File: src/rtl/z80_bus_bridge.sv
// z80_bus_bridge: turns the tv80s level-type bus controls into single-cycle
// synchronous memory / I/O strobes with programmable wait states and a
// registered read-data return path.
//
// Optional build macro: ROM_PROTECT_EN
//   defined   -> memory writes to addresses <= ROM_TOP are suppressed and
//                rom_viol pulses in their strobe cycle instead.
//   undefined -> every write reaches memory and rom_viol stays 0.
//
// Bus cycle protocol (CPU side is level based, memory/I/O side is pulse based):
//   A CPU request is "active" while (mreq_n or iorq_n is low) and exactly one
//   of rd_n / wr_n is low. A bus cycle starts on the rising edge of that
//   active level while idle (T0). wait_n is pulled low for WAIT_STATES + 2
//   cycles (T0+1 .. T0+WS+2), the single strobe fires at T0+WS+1, read data
//   is sampled one cycle after the strobe and is presented on cpu_din from
//   T0+WS+3. Read data from memory/I/O must be valid exactly one cycle after
//   its read strobe. The request has to drop before another cycle can start,
//   so a long-held control never produces a second strobe.
module z80_bus_bridge #(
  parameter int unsigned WAIT_STATES = 1,
  parameter logic [15:0] ROM_TOP     = 16'h07FF
) (
  input  logic        clk,
  input  logic        reset,
  input  logic [15:0] A,
  input  logic [7:0]  cpu_dout,
  output logic [7:0]  cpu_din,
  input  logic        mreq_n,
  input  logic        iorq_n,
  input  logic        rd_n,
  input  logic        wr_n,
  input  logic        m1_n,
  output logic        wait_n,
  output logic [15:0] mem_addr,
  output logic [7:0]  mem_din,
  output logic        mem_rd,
  output logic        mem_wr,
  input  logic [7:0]  mem_dout,
  output logic [7:0]  io_addr,
  output logic [7:0]  io_dout,
  output logic        io_rd,
  output logic        io_wr,
  input  logic [7:0]  io_din,
  output logic        rom_viol
);

  localparam logic [2:0] S_IDLE   = 3'd0;
  localparam logic [2:0] S_WAIT   = 3'd1;
  localparam logic [2:0] S_STROBE = 3'd2;
  localparam logic [2:0] S_LATCH  = 3'd3;
  localparam logic [2:0] S_HOLD   = 3'd4;

  localparam logic [3:0] WS = WAIT_STATES[3:0];

`ifdef ROM_PROTECT_EN
  localparam logic ROM_PROT = 1'b1;
`else
  localparam logic ROM_PROT = 1'b0;
`endif

  logic [2:0] state;
  logic [3:0] wait_cnt;
  logic       act;
  logic       act_q;
  logic       start;
  logic       lat_io;
  logic       lat_wr;
  logic       strobe;
  logic       rom_hit;

  assign act   = (~mreq_n | ~iorq_n) & (rd_n ^ wr_n);
  assign start = act & ~act_q & (state == S_IDLE);

  // Previous-cycle request level for edge detection. It also tracks through
  // reset, so a request still held when reset is released cannot restart.
  always_ff @(posedge clk) begin
    act_q <= act;
  end

  // Bus-cycle sequencer: latches the request at T0 and steps through the
  // wait / strobe / data-capture phases, then holds until the request drops.
  always_ff @(posedge clk) begin
    if (reset) begin
      state    <= S_IDLE;
      wait_cnt <= 4'd0;
      cpu_din  <= 8'hFF;
      mem_addr <= 16'h0000;
      mem_din  <= 8'h00;
      io_addr  <= 8'h00;
      io_dout  <= 8'h00;
      lat_io   <= 1'b0;
      lat_wr   <= 1'b0;
    end else begin
      case (state)
        S_IDLE: begin
          if (start) begin
            if (!mreq_n) begin
              // Memory space wins when both requests are low.
              mem_addr <= A;
              mem_din  <= cpu_dout;
              lat_io   <= 1'b0;
              lat_wr   <= ~wr_n;
              wait_cnt <= WS - 4'd1;
              state    <= (WS != 4'd0) ? S_WAIT : S_STROBE;
            end else if (!m1_n) begin
              // Interrupt acknowledge: no strobe, the CPU reads a floating bus.
              cpu_din <= 8'hFF;
              state   <= S_HOLD;
            end else begin
              io_addr  <= A[7:0];
              io_dout  <= cpu_dout;
              lat_io   <= 1'b1;
              lat_wr   <= ~wr_n;
              wait_cnt <= WS - 4'd1;
              state    <= (WS != 4'd0) ? S_WAIT : S_STROBE;
            end
          end
        end
        S_WAIT: begin
          if (wait_cnt == 4'd0) begin
            state <= S_STROBE;
          end else begin
            wait_cnt <= wait_cnt - 4'd1;
          end
        end
        S_STROBE: begin
          state <= S_LATCH;
        end
        S_LATCH: begin
          if (!lat_wr) begin
            cpu_din <= lat_io ? io_din : mem_dout;
          end
          state <= S_HOLD;
        end
        S_HOLD: begin
          if (!act) begin
            state <= S_IDLE;
          end
        end
        default: begin
          state <= S_IDLE;
        end
      endcase
    end
  end

  // Strobes are decoded purely from state so they can never stretch.
  always_comb begin
    strobe   = (state == S_STROBE);
    rom_hit  = ROM_PROT & ~lat_io & lat_wr & (mem_addr <= ROM_TOP);
    wait_n   = ~((state == S_WAIT) | (state == S_STROBE) | (state == S_LATCH));
    mem_rd   = strobe & ~lat_io & ~lat_wr;
    mem_wr   = strobe & ~lat_io &  lat_wr & ~rom_hit;
    io_rd    = strobe &  lat_io & ~lat_wr;
    io_wr    = strobe &  lat_io &  lat_wr;
    rom_viol = strobe & rom_hit;
  end

endmodule

File: config.mk
export PLATFORM = sky130hd
export DESIGN_NAME = z80_bus_bridge
export DESIGN_NICKNAME = d
export VERILOG_FILES = /design/src/rtl/z80_bus_bridge.sv
export SDC_FILE = /design/constraint.sdc
export NUM_CORES = 1
export LEC_CHECK = 0
export CAP_MARGIN = 20
export CELL_PAD_IN_SITES_DETAIL_PLACEMENT = 1
export CELL_PAD_IN_SITES_GLOBAL_PLACEMENT = 1
export CORE_ASPECT_RATIO = 1.75
export CORE_MARGIN = 2
export CORE_UTILIZATION = 34
export DETAILED_ROUTE_END_ITERATION = 12
export GPL_ROUTABILITY_DRIVEN = 0
export PLACE_DENSITY_LB_ADDON = 0.1
export SYNTH_ARGS = -nofsm -noshare
export SYNTH_HDL_FRONTEND = slang
export SYNTH_SLANG_ARGS = --single-unit
File: constraint.sdc
create_clock -name clk -period 4.04 [get_ports clk]
set_input_delay 1.212 -clock clk [delete_from_list [all_inputs] [get_ports clk]]
set_output_delay 1.212 -clock clk [all_outputs]
set_load 0.05 [all_outputs]
==> metrics.md <==
| Metric | Value |
|---|---|
| Synth area leader | dfxtp_1 |
| Wirelength per Cell | 15.8 um |
| Syn avg cell area | 9.00 um^2 |
| Async set or reset register ratio after synthesis | 0% |
| Status | finished clean |
| Synth Area in Compound Gates | 14.7% |
| CTS Hold Bufs | 0 |
| CP max-delay cell | clkdlybuf4s50_1 |
| Adder-cell share of the synthesized area | 0.986% |
| Mapped Area | 2540 um^2 |
| CTS-repair resized insts | 0 |
| Combinational fraction of design power | 31.5% |
| DPL Wire Length | 5210 um |
| Largest net degree at the start of global routing | 37 |
| DRT antenna net count | 0 |
| Worst Hold Depth | 2 |
| Final Max Slew Viols | 0 |
| Clock Path Buffers | 2 |
| Cells after Synth | 282 |
| CP cell instances | nor3b_1, nor3b_1, clkdlybuf4s50_1 |
| Core Area | 7230 um^2 |
| Sw power | 0.684 mW |
| Cell Area, Placed | 3500 um^2 |
| Reg2reg start | state[0] |
| Synth Area in XOR/XNOR | 1.03% |
| Reg2Reg Depth | 5 |
| CTS H-tree lvls | 3 |
| Synth unique cells | 43 |
| First-pass GRT wire length | 12200 um |
| GR Overflow Total | 0 |
| Area grow syn2layout | 49.2% |
| 1st-pass router iterations | 4 |
| Later-pin clock latency in the skew report | 0.32 ns |
| Peak Freq | 0.282 GHz |
| Main combinational cell family by area after synthesis | simple AND/OR/NAND/NOR gates |
| Syn_nets | 331 |
| Synth top area cells | dfxtp_1 (46%), mux2i_1 (9.5%), nand2_1 (7.5%) |
| Initial Utilization | 35.1% |
| Post-synthesis sequential area ratio | 45.7% |
| Top cell by count, worst path | nor3b_1 |
| Port bufs | 99 |
| Leak | 1.43 nW |
| Critical path class | reg -> out |
| I/O pins | 101 |
| Peak VDD IR | 307 uV |
| Flop pwr share | 33.5% |
| Post-route DRC violation count | 0 |
| Worst-Margin Slew | 0.890 ns |
| Slew HR | 40.7% |
| Hold Path End | mem_addr[15] |
| Worst path bufs/invs | 1 |
| Initial antenna violation count | 0 |
| Clock power frac | 35.1% |
| Fin Clk Skew | 0.00783 ns |
| Die Wd | 69.3 um |
| CTS sink count | 58 |
| CP required | 2.83 ns |
| PD cells | 534 nW/um^2 |
| Inserted Diodes | 0 |
| Unrepaired setup endpoints after global routing | no |
| WP data arrival | 2.33 ns |
| Footprint of the multi-input gates | 1210 um^2 |
| Top_reg_cell synth | dfxtp_1 |
| Most numerous cell in the Yosys netlist | dfxtp_1 |
| FF+latch count, synth | 58 |
| Fillers | 842 |
| Reg area | 1160 um^2 |
| Nets@finish | 424 |
| Vias in the first global route | 2475 |
| Die Ht | 118 um |
| Routed WL | 7360 um |
| Hold wc startpoint | mem_addr[15] |
| Die area | 8200 um^2 |
| Final setup viols | 0 |
| Post-route minimum period | 3.54 ns |
| Via count | 2316 |
| Crit path launch type | flop |
| Hold Crit Class | reg -> reg |
| Synth cell count leaders | dfxtp_1 (58), nand2_1 (51), nor2_1 (33), a21oi_1 (32), mux2i_1 (24) |
| Vias per inst | 4.97 |
| Top cell family by delay on the critical path | buffers and inverters |
| Maxcap violations | 0 |
| Worst-path clk slew | 0.05 ns |
| Area share of the largest cell type after synthesis | 45.7% |
| Setup crit end kind | output pin |
| Syn. warnings | 0 |
| Slowest stage delay, CP | 0.83 ns |
| Post-CTS Setup Bufs | 0 |
| CTS tree | done |
| Hold Vio Cnt, Final | 0 |
| Root Buffer | clkbuf_16 |
| R2R setup slack | 1.86 ns |
| EDFF count, synth | 0 |
| Simple logic cell fraction of the synthesized area | 20.9% |
| Sw frac | 33.8% |
| Post-route setup TNS | 0 ns |
| FF-to-FF End | mem_addr[2] |
| P_int | 1.34 mW |
| Total GRT Usage | 18.8% |
| # rows | 41 |
| Crit Path Max Fanout | 10 |
| Num CTS Buffers | 9 |
| Post-route design area | 3790 um^2 |
| Post-synthesis mux area share | 9.91% |
| Final period util | 87.6% |
| DRT iter0 DRCs | 72 |
| Share of post-route cells with drive strength above 1 | 7.37% |
[cells in the final DEF, fill, tap and decap left out, drive strengths merged, types with 2 or more instances in the layout]
| cell | netlist | layout |
|---|---|---|
| dfxtp | 58 | 58 |
| mux2i | 24 | 24 |
| o21a | 2 | 2 |
| nand2 | 51 | 51 |
| a211oi | 14 | 14 |
| clkdlybuf4s50 | 0 | 98 |
| ha | 2 | 2 |
| clkbuf | 8 | 14 |
| nor3b | 4 | 4 |
| or4 | 2 | 2 |
| clkinv | 0 | 2 |
| nor4 | 2 | 2 |
| or2 | 2 | 2 |
| xnor2 | 2 | 2 |
| inv | 2 | 2 |
| nor3 | 3 | 3 |
| nor2b | 9 | 9 |
| a21oi | 32 | 32 |
| buf | 12 | 5 |
| nor2 | 33 | 33 |
[cell families (layout without fill, tap and decap cells)]
group                      after synthesis  after routing
buffers and inverters                   23            121
and+or+nand+nor                        114            114
adders and majority gates                2              2
muxes                                   25             25
xor gates and xnor gates                 3              3
other                                    1              1
AOI/OAI and AO/OA                       56             56
DFF                                     58             58
[layer usage]
layer  wire length, um  vias up  track usage, %
li1                  -     1149               -
met1              2660     1088            17.9
met2              4090       62            35.8
met3               395       17            5.29
met4               214        0            8.95
met5                 0        -               0
[power groups by stage]
| stage | registers, mW | logic (mW) | clock network, mW |
|---|---|---|---|
| detailed placement | 0.689 | 0.637 | 0 |
| floorplan | 0.767 | 0.377 | 0 |
| global placement | 0.686 | 0.631 | 0 |
| CTS | 0.678 | 0.644 | 0.730 |
| finish | 0.677 | 0.637 | 0.710 |
| global route | 0.687 | 0.684 | 0.750 |
[layout make-up]
cell class | instances | share of cell area (%)
clock buffer | 14 | 7.23
timing repair buffer | 103 | 26.8
sequential | 58 | 30.7
clock inverter | 2 | 0.264
inverter | 2 | 0.198
multi-input combinational | 201 | 32.0
tap | 86 | 2.84
[how the worst max path moves through the flow]
stage | start | to | slack, ns | depth (start not counted)
2_1_floorplan | state[2] | mem_rd | 0.88 | 3
3_3_place_gp | wr_n | lat_io | 0.70 | 5
3_5_place_dp | wr_n | mem_addr[9] | 0.65 | 5
4_1_cts | state[1] | mem_rd | 0.48 | 3
5_1_grt | state[1] | mem_rd | 0.22 | 3
6_report | state[1] | mem_rd | 0.50 | 3
[worst min-delay path, stage by stage (launching register included)]
cell and delay (ns):
dfxtp_1 0.30, nand2_1 0.05, a21oi_1 0.05
[registers in the layout, summed over array words and instances (netlist names)]
register  flops
io_dout       8
mem_addr     16
wait_cnt      4
cpu_din       8
io_addr       8
act_q         1
mem_din       8
lat_io        1
state         3
lat_wr        1
[through the flow]
stage	hold slack (ns)	utilization [%]	std cells	setup WS [ns]	total power [mW]
2_1_floorplan	0.461	-	282	0.876	1.14
3_3_place_gp	0.441	48.4	450	0.702	1.32
3_5_place_dp	0.449	48.4	450	0.652	1.33
4_1_cts	0.457	52.4	466	0.475	2.05
5_1_grt	0.477	52.4	466	0.222	2.12
6_report	0.454	52.4	466	0.500	2.02
(Power assumes the default switching activity.)
